**src/rtl/hidden_output_layer.sv**
```systemverilog
// hidden_output_layer: time-multiplexed signed MAC computing bias + weighted sums per output neuron.
// Define HIDDEN_OUTPUT_SAT_EN to clamp out-of-range results instead of wrapping.
module hidden_output_layer #(
    parameter int Q              = 13,
    parameter int N              = 16,
    parameter int NUM_OF_INPUTS  = 2,
    parameter int NUM_OF_OUTPUTS = 2
) (
    input  logic                                       clk,
    input  logic                                       rst,
    input  logic [N*NUM_OF_INPUTS-1:0]                 i_data_in,
    input  logic [N*NUM_OF_INPUTS*NUM_OF_OUTPUTS-1:0]  i_weight_mem,
    input  logic [N*NUM_OF_OUTPUTS-1:0]                i_bias_mem,
    input  logic                                       i_fire,
    output logic [N*NUM_OF_OUTPUTS-1:0]                o_data_out,
    output logic                                       o_busy,
    output logic                                       o_done,
    output logic                                       o_overflow
);
    localparam int NI = NUM_OF_INPUTS;
    localparam int NO = NUM_OF_OUTPUTS;
    localparam int AW = 2*N + $clog2(NI) + 1;
    localparam int IW = NI > 1 ? $clog2(NI) : 1;
    localparam int OW = NO > 1 ? $clog2(NO) : 1;

    typedef enum logic [1:0] {IDLE, MAC, WB} state_t;

    state_t                  r_state;
    logic [IW-1:0]           r_in;
    logic [OW-1:0]           r_out;
    logic signed [AW-1:0]    r_acc;
    logic [N*NI-1:0]         r_x;
    logic [N*NI*NO-1:0]      r_w;
    logic [N*NO-1:0]         r_b;
    logic [N*NO-1:0]         r_dout;
    logic                    r_busy;
    logic                    r_done;
    logic                    r_ovf;

    logic [N-1:0]            w_x;
    logic [N-1:0]            w_w;
    logic [N-1:0]            w_b_nxt;
    logic signed [2*N-1:0]   w_prod;
    logic signed [AW-1:0]    w_r;
    logic                    w_ovf;
    logic [N-1:0]            w_res;
    logic                    w_last_in;
    logic                    w_last_out;

    assign w_x        = r_x[r_in*N +: N];
    assign w_w        = r_w[(r_in*NO + r_out)*N +: N];
    assign w_b_nxt    = r_b[(r_out + 1)*N +: N];
    assign w_prod     = $signed(w_x) * $signed(w_w);
    assign w_r        = r_acc >>> Q;
    // In range only when every bit above the N-bit sign bit copies it
    assign w_ovf      = w_r[AW-1:N-1] != {(AW-N+1){w_r[N-1]}};
    assign w_last_in  = r_in == IW'(NI-1);
    assign w_last_out = r_out == OW'(NO-1);
`ifdef HIDDEN_OUTPUT_SAT_EN
    assign w_res = w_ovf ? (w_r[AW-1] ? {1'b1, {(N-1){1'b0}}} : {1'b0, {(N-1){1'b1}}}) : w_r[N-1:0];
`else
    assign w_res = w_r[N-1:0];
`endif

    assign o_data_out = r_dout;
    assign o_busy     = r_busy;
    assign o_done     = r_done;
    assign o_overflow = r_ovf;

    always_ff @(posedge clk or posedge rst) begin
        if (rst) begin
            r_state <= IDLE;
            r_in    <= '0;
            r_out   <= '0;
            r_acc   <= '0;
            r_x     <= '0;
            r_w     <= '0;
            r_b     <= '0;
            r_dout  <= '0;
            r_busy  <= 1'b0;
            r_done  <= 1'b0;
            r_ovf   <= 1'b0;
        end else begin
            r_done <= 1'b0;
            case (r_state)
                IDLE: if (i_fire) begin
                    r_x     <= i_data_in;
                    r_w     <= i_weight_mem;
                    r_b     <= i_bias_mem;
                    r_in    <= '0;
                    r_out   <= '0;
                    r_acc   <= AW'($signed(i_bias_mem[N-1:0])) <<< Q;
                    r_ovf   <= 1'b0;
                    r_busy  <= 1'b1;
                    r_state <= MAC;
                end
                MAC: begin
                    r_acc <= r_acc + AW'(w_prod);
                    if (w_last_in) r_state <= WB;
                    else r_in <= r_in + 1'b1;
                end
                WB: begin
                    r_dout[r_out*N +: N] <= w_res;
                    if (w_ovf) r_ovf <= 1'b1;
                    if (w_last_out) begin
                        r_done  <= 1'b1;
                        r_busy  <= 1'b0;
                        r_state <= IDLE;
                    end else begin
                        r_out   <= r_out + 1'b1;
                        r_in    <= '0;
                        r_acc   <= AW'($signed(w_b_nxt)) <<< Q;
                        r_state <= MAC;
                    end
                end
                default: r_state <= IDLE;
            endcase
        end
    end
endmodule

```
**config.mk**
```make
export PLATFORM = sky130hd
export DESIGN_NAME = hidden_output_layer
export DESIGN_NICKNAME = d
export VERILOG_FILES = /design/src/rtl/hidden_output_layer.sv
export SDC_FILE = /design/constraint.sdc
export NUM_CORES = 1
export LEC_CHECK = 0
export CORE_MARGIN = 2
export CORE_UTILIZATION = 42
export CTS_CLUSTER_SIZE = 14
export DETAILED_ROUTE_END_ITERATION = 7
export SLEW_MARGIN = 20
export SYNTH_ARGS = -nofsm -noshare
export SYNTH_HDL_FRONTEND = slang
export SYNTH_SLANG_ARGS = --single-unit
```
**constraint.sdc**
```tcl
create_clock -name clk -period 16.95 [get_ports clk]
set_clock_uncertainty 0.05 [all_clocks]
set_input_delay 2.5425 -clock clk [delete_from_list [all_inputs] [get_ports clk]]
set_output_delay 2.5425 -clock clk [all_outputs]
set_load 0.01 [all_outputs]
```
After elaboration in Yosys (flattened, before gate mapping). Index checks and enable logic that the tools add are counted.

$mul: 1. Reduce and logical (&&, ||, !) cells: 9. Eq/ne operators: 8. Shift-type cells: 5. $add $sub $neg: 6. Bitwise operators: 0. Muxes and demuxes: 21. Order comparisons: 0. Divide/modulo/power cells: 0.

Operators by type and width (number): $pmux W34 S3 (1); $mux W34 (2); $shiftx A64 B8 Y16 (1); $add A34 B32 Y34 (1); $neg A5 Y34 (1); $shift A16 B34 Y32 const A (1); $shiftx A16 B34 Y32 (1); $bwmux W32 (1); $mul A16 B16 Y32 (1); $shiftx A32 B6 Y16 (1); $shiftx A32 B7 Y16 (1); $ne A18 B18 Y1 (1); $mux W1 (10); $ne A2 B2 Y1 const B (5); $reduce_and A3 Y1 (3); $pmux W1 S2 (3); $pmux W2 S3 (1); $reduce_and A2 Y1 (3); $mux W2 (2); $add A2 B1 Y3 (1); $pmux W1 S3 (1); $reduce_bool A3 Y1 (1); $add A1 B1 Y1 const B (2); $add A1 B1 Y2 const B (1); other kinds (4) (4).

Memory bits (writable): 0. Bits in latches: 0. ROM bits: 0. Flip-flop bits (word level): 201. Input bits: 131. Memories: 0.

Logic depth before layout (Yosys ltp). Gate-level depths: netlist (run 1).

Word-level depth: 5. Depth in mapped cells: 29. Depth with buffers taken out: 26.

Worst setup path before layout (run 1). Ideal clock, no wire load.

Kind: flip-flop to flip-flop. From: register r_out. To: register r_acc[33]. Stages on the path, launching flop included: 27. Data arrival time: 7.042 ns. Setup slack: 9.730 ns. Period minus slack after synthesis: 7.220 ns. Path buffers: 3. Cells stage by stage: dfrtp_1 buf_4 buf_1 mux2_2 o21a_1 clkbuf_1 nand2_1 inv_1 fa_1 inv_1 fa_1 inv_1 fa_1 inv_1 fa_1 fa_1 fa_1 inv_1 ha_1 nand2_1 or3_1 nor2_1 o2111a_1 o21bai_1 o31ai_1 mux2i_1 nand3_1.

Cells in the longest elaborated chain, start to end: 5. Elaborated cells on any way between the ends: 10.

Ends and longest elaborated chain: start: declaration (line 30) `logic [OW-1:0] r_out;`; start signal: assignment (line 110) `r_out <= r_out + 1'b1;`; $add A2 B1 Y3 (line 51) `assign w_w = r_w[(r_in*NO + r_out)*N +: N];`; $shiftx A64 B8 Y16 (line 51); $mul A16 B16 Y32 (line 53) `assign w_prod = $signed(w_x) * $signed(w_w);`; $add A34 B32 Y34 (line 98) `r_acc <= r_acc + AW'(w_prod);`; $pmux W34 S3 (line 85) `case (r_state)`; end signal: assignment (line 92) `r_acc <= AW'($signed(i_bias_mem[N-1:0])) <<< Q;`; end signal: assignment (line 98); end signal: assignment (line 112) `r_acc <= AW'($signed(w_b_nxt)) <<< Q;`; end: declaration (line 31) `logic signed [AW-1:0] r_acc;`.

Several ways; a longest one is shown, not always the timed one. The select of a mux whose other input is x is not followed. A chain may end at the register's enable or synchronous reset.

Worst setup path in the final report (run 1).
From: register r_out. To: register r_acc[31].

Same word-level chain as after synthesis.

==> results.json, run 1 <==
{
  "outcome": "finished, final reports clean",
  "slew_violations": 0,
  "worst_slew_pin_slew_ns": 1.10,
  "fillers": 4110,
  "dp_hpwl_mm": 38.2,
  "hold_buffers": 0,
  "grt_pass1_vias": 14929,
  "htree_levels": 4,
  "crit_path_frequent_cell": "fa_1",
  "yosysTopAreaCellShare_pct": 32.3,
  "overflow": 0,
  "worstPathMaxFanout": 17,
  "clk_latency_ns": 0.50,
  "cts_tree": "built",
  "viasPerCell": 5.14,
  "required_ns": 17.31,
  "final_cell_count_no_fill": 2531,
  "synthDistinctLibCells": 54,
  "async_flop_share_pct": 100,
  "crit_family": "adder cells",
  "drive_gt1_share_pct": 12.0,
  "portBuffers": 165,
  "end_kind": "flip-flop",
  "grt_usage_pct": 22.1,
  "fin_nets": 2468,
  "wl_per_cell_um": 18.8,
  "core_um2": 44300,
  "die_w_um": 216,
  "yosys.area.top_type": "fa_1",
  "relSlewSlack_pct": 26.9,
  "worstPathCellList": "buf_4, mux2_2, o21a_1, nand2_1, inv_1, fa_1, inv_1, fa_1, inv_1, fa_1, fa_1, fa_1, inv_1, fa_1, inv_1, ha_1, nand2_1, nor2_1, a221oi_1, o21ai_0, o21bai_1, o21ai_0, xnor2_1, o21ai_0",
  "grt_max_degree": 115,
  "yosys-top-cells-count": "355 x inv_1, 305 x fa_1, 185 x dfrtp_1, 167 x mux2_2, 160 x nand2_1",
  "period_needed_ns": 8.29,
  "routed_wl_mm": 47.6,
  "cts_sinks": 185,
  "synth.area.top_cells": "fa_1 32%, dfrtp_1 24%, mux2_2 9.9%",
  "root_buffer": "clkbuf_16",
  "vias": 13015,
  "finalCritPeriodShare_pct": 48.9,
  "final.setup.tns_ns": 0,
  "regArea_um2": 4630,
  "post-cts-setup-buffer-count": 0,
  "gp_congestion": 0.915,
  "max_freq_ghz": 0.121,
  "critPathBufInv": 6,
  "drc": 0,
  "drt_iter0_drc": 617,
  "worstSetupPathType": "flip-flop to flip-flop",
  "grt_pass1_wl_mm": 79.2,
  "ys_seq_area_share_pct": 24.5,
  "ctsLongestPathBuffers": 2,
  "dp_cells": 2499,
  "antenna_cells": 0,
  "ys.warnings.count": 0,
  "yosysMostFrequentCell": "inv_1",
  "die_h_um": 216,
  "start_util_pct": 42.7,
  "syn_area_um2": 18900,
  "synthFlopType": "dfrtp_1",
  "setup_viol": 0,
  "ys_ff_latch": 185,
  "rsz0062_at_grt": "no",
  "syn_to_final_growth_pct": 15.3,
  "startpoint_type": "flip-flop",
  "hold_path.class": "flip-flop to flip-flop",
  "slowest_delay_ns": 0.88,
  "rows": 77,
  "cts_buffers": 17,
  "multi_input_area_um2": 12700,
  "critical_path_arrival_ns": 8.65,
  "avgSynthCellArea_um2": 10.6,
  "cp_num_cells": 24,
  "antenna_found_initial": 0,
  "synthCells": 1785,
  "ioPinCount": 166,
  "first_pass_iters": 5,
  "hold_depth": 2,
  "maxCapViolCount": 0,
  "cts.repair.resized": 0,
  "syn-num-nets": 2327,
  "fp.dieArea_um2": 46700,
  "cts.clk_slew.worst_paths_ns": 0.08,
  "drtAntennaViolNets": 0,
  "ff2ff_path_depth": 24,
  "synth_edf_count": 0,
  "hold_viol_final": 0,
  "cp_slowest_cell": "dfrtp_1"
}
-- sequential cells by signal, indices dropped and copies added (netlist names), 2 cells and up --
| name | cells |
|---|---|
| o_data_out | 32 |
| r_acc | 34 |
| r_b | 16 |
| r_state | 2 |
| r_w | 64 |
| r_x | 32 |
-- per-stage QoR --
| stage | instance area (µm²) | setup slack, ns | utilization [%] | hold WS [ns] |
|---|---|---|---|---|
| detailed placement | 21200 | 8.69 | 47.9 | 0.438 |
| finish | 21800 | 8.66 | 49.2 | 0.451 |
| floorplan | 18900 | 9.33 | - | 0.416 |
| global route | 21800 | 8.08 | 49.2 | 0.458 |
| global placement | 21200 | 8.91 | 47.9 | 0.435 |
| CTS | 21800 | 8.66 | 49.2 | 0.454 |
-- cell type report --
type / instances / share of cell area (%)
flip-flops and latches: 185 / 21.2
clock inverters: 13 / 0.694
well taps: 592 / 3.40
clock buffers: 19 / 2.03
multi-input cells: 1187 / 58.4
repair buffers: 180 / 8.09
inverters: 355 / 6.15
-- logic make-up after synthesis --
logic type / count (synthesis) / synth area share (%)
muxes: 202 / 12.3
buffers and inverters: 413 / 8.24
xor gates and xnor gates: 34 / 1.57
and+or+nand+nor: 376 / 8.42
DFF: 185 / 24.5
adders and majority gates: 411 / 39.3
AOI/OAI and AO/OA: 164 / 5.72
-- routing by layer --
layer | part of all wire, % | vias to the layer above | track usage (%)
met3 | 3.2 | 72 | 3.31
met5 | 0 | - | 0
li1 | - | 5855 | -
met1 | 39 | 6844 | 25.9
met2 | 55 | 244 | 41.1
met4 | 2.5 | 0 | 7.31
-- worst paths after layout --
kind | to | from | slack (ns)
hold reg to reg | o_data_out[18] | o_data_out[18] | 0.45
hold / removal | o_data_out[18] | o_data_out[18] | 0.45
max in group asynchronous | r_in | rst | 12.78
min in group asynchronous | r_w[39] | rst | 2.54
setup reg to reg | r_acc[31] | r_out | 8.66
setup / recovery | r_acc[31] | r_out | 8.66
-- worst reg2reg max path, stage by stage, from the launching register on --
cell	delay, ns
dfrtp_1	0.88
buf_4	0.38
mux2_2	0.38
o21a_1	0.30
nand2_1	0.21
inv_1	0.09
fa_1	0.71
inv_1	0.14
fa_1	0.70
inv_1	0.20
fa_1	0.53
fa_1	0.44
fa_1	0.55
inv_1	0.06
fa_1	0.53
inv_1	0.04
ha_1	0.34
nand2_1	0.11
nor2_1	0.05
a221oi_1	0.41
o21ai_0	0.17
o21bai_1	0.42
o21ai_0	0.21
xnor2_1	0.15
o21ai_0	0.17
-- cells in the final DEF, fill, tap and decap left out, types with 5 or more instances in the layout --
cell type          n
a211oi_1           5
a21o_1            16
buf_4             15
clkdlybuf4s50_1  165
nand3_1            6
nor3_1            19
o21a_1             6
ha_1             106
nand2b_1          19
mux2i_1           28
a22o_1            14
a21oi_1           46
nor2_1           135
o21ai_1            8
nand2_1          159
nor2b_1            7
mux4_2             7
mux2_2           167
inv_1            354
clkbuf_16         17
fa_1             305
dfrtp_1          184
and2_1            14
xor2_1            11
o21ai_0           37
a221oi_1           5
xnor2_1           23
Power of run 1 is not shown: default switching activity piles up to over one toggle a cycle in this logic, so the estimate is an artifact.
==> run 2: changes to the inputs <==
==> constraint.sdc (replaced) <==
create_clock -name clk -period 6.8 [get_ports clk]
set_clock_uncertainty 0.05 [all_clocks]
set_input_delay 1.02 -clock clk [delete_from_list [all_inputs] [get_ports clk]]
set_output_delay 1.02 -clock clk [all_outputs]
set_load 0.01 [all_outputs]
==> run 2 against run 1 <==
Wire length increased by 7.0%. Via count increased by 4.6%. Core utilization increased by 4.4 points. Final cell count increased by 5.9%. Setup slack got worse by 8.6 ns. Design area increased by 9.0%. Critical path depth increased by 2. Register-to-register slack got worse by 8.6 ns. Global-route usage increased by 0.70 points. Clock-buffer cell count decreased by 2. Sequential share of layout area decreased by 1.7 points. Critical path type unchanged. Largest cell class unchanged.
==> results.json, run 2 (same netlist as run 1, synthesis figures left out) <==
{
  "outcome": "finished, final reports clean",
  "hold_viol_final": 0,
  "top_register": "r_w",
  "hold_slack_ns": 0.435,
  "crit_family": "adder cells",
  "grt_max_degree": 90,
  "crit_path_frequent_cell": "fa_1",
  "slew_violations": 0,
  "critical_path_arrival_ns": 7.10,
  "first_pass_iters": 5,
  "grt_pass1_wl_mm": 81.6,
  "gp_congestion": 0.915,
  "drt_iter0_drc": 588,
  "worstPathMaxFanout": 6,
  "startpoint_type": "flip-flop",
  "cp_num_cells": 26,
  "regArea_um2": 4630,
  "layout.cells.most_common": "inv_1",
  "ioPinCount": 166,
  "vias": 13620,
  "worstSetupPathType": "flip-flop to flip-flop",
  "maxCapViolCount": 0,
  "worst_slew_pin_slew_ns": 1.04,
  "wl_per_cell_um": 19.0,
  "rows": 77,
  "slowest_delay_ns": 0.58,
  "clk_latency_ns": 0.48,
  "viasPerCell": 5.08,
  "antenna_cells": 0,
  "htree_levels": 4,
  "fp.dieArea_um2": 46700,
  "period_needed_ns": 6.79,
  "fillers": 3988,
  "cts_buffers": 17,
  "antenna_found_initial": 0,
  "die_w_um": 216,
  "top_regs": "r_w: 64 flops, r_acc: 34 flops",
  "layout_setup_ws_ns": 0.0128,
  "cts.clk_slew.worst_paths_ns": 0.07,
  "overflow": 0,
  "routed_wl_mm": 50.9,
  "setup_viol": 0,
  "dp_worst_setup_slack_ns": -0.217,
  "portBuffers": 165,
  "critPathBufInv": 9,
  "multi_input_area_um2": 13400,
  "syn_to_final_growth_pct": 25.7,
  "fin_nets": 2619,
  "ff2ff_path_depth": 26,
  "dp_cells": 2618,
  "core_um2": 44300,
  "dp_hpwl_mm": 40.4,
  "finalCritPeriodShare_pct": 99.8,
  "die_h_um": 216,
  "largest_reg_flops": 64,
  "end_kind": "flip-flop",
  "start_util_pct": 42.7,
  "rsz0062_at_grt": "yes",
  "required_ns": 7.11,
  "root_buffer": "clkbuf_16",
  "cts_tree": "built",
  "max_freq_ghz": 0.147,
  "drive_gt1_share_pct": 22.9,
  "hold_path.class": "flip-flop to flip-flop",
  "grt_pass1_vias": 15282,
  "drtAntennaViolNets": 0,
  "ctsLongestPathBuffers": 2,
  "final_cell_mix": "339 x inv_1, 295 x fa_1, 183 x dfrtp_1",
  "final_cell_count_no_fill": 2681,
  "cp_slowest_cell": "fa_1",
  "relSlewSlack_pct": 30.7,
  "drc": 0,
  "final.setup.tns_ns": 0,
  "grt_usage_pct": 22.8,
  "hold_depth": 2,
  "cts_sinks": 185
}
[run 2: changes by cell type in the layout (fill, tap and decap cells not counted), moves of 12 or more]
cell,delta
buf_6,+19
ha_4,+12
ha_1,-13
buf_4,+115
inv_2,+15
inv_1,-15
[run 2: final cells by class]
class                      count  area share (%)
multi-input combinational   1190            56.3
timing repair buffer         328            13.1
tap                          592            3.12
clock inverter                14           0.553
clock buffer                  17            1.79
inverter                     355            5.64
sequential                   185            19.5
[run 2: path summary, 6_finish.rpt]
path,startpoint,slack (ns),to
max in group asynchronous,rst,4.42,r_w[5]
hold reg to reg,o_data_out[18],0.43,o_data_out[18]
min in group asynchronous,rst,0.96,r_w[41]
hold / removal,o_data_out[18],0.43,o_data_out[18]
setup reg to reg,r_out,0.01,r_acc[33]
setup / recovery,r_out,0.01,r_acc[33]
[run 2: layer usage]
layer  up-vias  wire (µm)  track usage, %
li1       6183          -               -
met3        72       1780            2.96
met4         0       1450            7.33
met1      7126      20800            28.4
met2       239      26900            41.0
met5         -          0               0
[run 2: tightest hold or removal path: stages, from the launching register on]
cell	delay, ns
dfrtp_1	0.35
nand2_1	0.05
o21ai_0	0.06
[run 2: per-stage QoR]
step                      util [%]  cell area [µm²]
after floorplan                  -            19000
final                         53.6            23800
after CTS                     51.7            22900
after global placement        50.1            22200
after detailed placement      50.1            22200
after global routing          53.6            23800
[run 2: repair_timing]
action                                  in CTS  in global routing
cloned                                       0                  4
buffers inserted                             1                 29
pin swaps                                    6                 52
endpoints found under the setup margin       9                 18
hold buffers                                 0                  0
resized for setup                           26                137
Power of run 2 is left out for the same reason.
==> run 3: changes to the inputs <==
--- a/config.mk
+++ b/config.mk
@@ -9,6 +9,7 @@
 export CORE_UTILIZATION = 42
 export CTS_CLUSTER_SIZE = 14
 export DETAILED_ROUTE_END_ITERATION = 7
+export GPL_ROUTABILITY_DRIVEN = 0
 export SLEW_MARGIN = 20
 export SYNTH_ARGS = -nofsm -noshare
 export SYNTH_HDL_FRONTEND = slang
==> run 3 against run 2 <==
Design area down 1.3%. Critical path depth fell by 1. Global-route usage shrank 0.093 points. Largest cell class unchanged.
==> results.json, run 3 (same netlist as run 1, synthesis figures left out) <==
{
  "largest_reg_flops": 64,
  "drc": 0,
  "finalCritPeriodShare_pct": 99.3,
  "maxCapViolCount": 0,
  "startpoint_type": "flip-flop",
  "antenna_found_initial": 0,
  "hold_path.class": "flip-flop to flip-flop",
  "clk_latency_ns": 0.48,
  "ff2ff_path_depth": 25,
  "end_kind": "flip-flop",
  "wl_per_cell_um": 19.0,
  "placed_cell_area_um2": 22100,
  "die_w_um": 216,
  "grt_pass1_vias": 15406,
  "hold_depth": 2,
  "relSlewSlack_pct": 28.1,
  "antenna_cells": 0,
  "fp.dieArea_um2": 46700,
  "rsz0062_at_grt": "yes",
  "drt_iter0_drc": 836,
  "top_register": "r_w",
  "drive_gt1_share_pct": 21.1,
  "worstPathMaxFanout": 8,
  "outcome": "finished, final reports clean",
  "critical_path_arrival_ns": 7.06,
  "worst_slew_pin_slew_ns": 1.08,
  "required_ns": 7.11,
  "layout_setup_ws_ns": 0.0457,
  "die_h_um": 216,
  "grt_pass1_wl_mm": 81.4,
  "worstSetupPathType": "flip-flop to flip-flop",
  "layout.cells.most_common": "inv_1",
  "fillers": 3955,
  "drtAntennaViolNets": 0,
  "start_util_pct": 42.7,
  "dp_hpwl_mm": 40.2,
  "ioPinCount": 166,
  "rr_startpoint": "r_out",
  "cts_tree": "built",
  "fin_nets": 2595,
  "overflow": 0,
  "hold_buffers": 0,
  "max_freq_ghz": 0.148,
  "dp_worst_setup_slack_ns": -0.0836,
  "routed_wl_mm": 50.6,
  "endpoint": "r_acc[33]",
  "root_buffer": "clkbuf_16",
  "grt_usage_pct": 22.7,
  "final_area_um2": 23500,
  "slew_violations": 0,
  "syn_to_final_growth_pct": 24.0,
  "ctsLongestPathBuffers": 2,
  "setup_viol": 0,
  "cts_sinks": 185,
  "grt_max_degree": 75,
  "cts_buffers": 17,
  "vias": 13706,
  "r2r_end": "r_acc[33]",
  "top_regs": "r_w: 64 flops, r_acc: 34 flops",
  "htree_levels": 4,
  "final_cell_mix": "350 x inv_1, 295 x fa_1, 183 x dfrtp_1",
  "portBuffers": 165,
  "first_pass_iters": 5,
  "period_needed_ns": 6.75,
  "rows": 77,
  "hold_slack_ns": 0.437,
  "hold_viol_final": 0,
  "rrSetupSlack_ns": 0.05,
  "viasPerCell": 5.16,
  "cts.clk_slew.worst_paths_ns": 0.08,
  "cp-startpoint": "r_out",
  "core_um2": 44300
}
-- run 3: cell count changes in the layout (fill, tap and decap cells not counted), moves of 6 or more --
cell / before / now
mux2_2: 157 / 163
inv_1: 339 / 350
buf_4: 130 / 113
mux2_4: 10 / 4
inv_2: 15 / 4
-- run 3: cell type report --
class	instances	area, µm²	area share, %
Multi-Input combinational cell	1189	13300	56.6
Sequential cell	185	4630	19.7
Timing Repair Buffer	305	2900	12.3
Inverter	355	1340	5.71
Tap cell	592	741	3.16
Clock buffer	18	429	1.83
Clock inverter	14	131	0.560
-- run 3: per-stage QoR --
stage	instances	setup TNS, ns	utilization, %
floorplan	1785	0	-
CTS	2636	-0.0276	51.3
finish	2658	0	52.9
global placement	2603	-0.101	49.9
detailed placement	2603	-0.197	49.9
global route	2658	-1.23	52.9
-- run 3: what timing repair did --
item,CTS,global route
resized for setup,20,113
endpoints found under the setup margin,10,18
cloned,0,7
hold endpoints to repair,0,0
buffers inserted,1,16
pin swaps,0,45
-- run 3: worst max-delay path: stages, from the launching register on --
cell and delay, ns:
dfrtp_2 0.43, buf_12 0.14, buf_12 0.13, mux2_2 0.34, o21ai_2 0.16, buf_6 0.13, buf_6 0.12, nor2_2 0.05
fa_1 0.50, fa_1 0.58, fa_2 0.49, fa_1 0.54, fa_1 0.52, inv_1 0.05, fa_1 0.47, inv_1 0.06
ha_4 0.27, nand2_2 0.06, or3_4 0.41, nor2_4 0.11, o2111a_2 0.24, o21bai_1 0.08, buf_4 0.17, o31ai_4 0.23
mux2i_1 0.21, nand3_1 0.09
-- run 3: worst min-delay path by stage --
stage	from	end	slack, ns
floorplan	r_acc[15]	r_acc[15]	0.42
global placement	o_data_out[18]	o_data_out[18]	0.42
detailed placement	o_data_out[18]	o_data_out[18]	0.43
CTS	o_data_out[18]	o_data_out[18]	0.44
global route	r_w[38]	r_w[38]	0.47
finish	o_data_out[18]	o_data_out[18]	0.44
-- run 3: layer usage --
| metal | global-route usage, % | wire (µm) | share of wire [%] | vias to the layer above |
|---|---|---|---|---|
| met5 | 0 | 0 | 0 | - |
| met4 | 8.22 | 1660 | 3.3 | 0 |
| met3 | 3.96 | 2610 | 5.2 | 85 |
| met2 | 40.6 | 26800 | 53 | 328 |
| met1 | 27.4 | 19500 | 39 | 7152 |
| li1 | - | - | - | 6141 |
Power of run 3 is left out for the same reason.
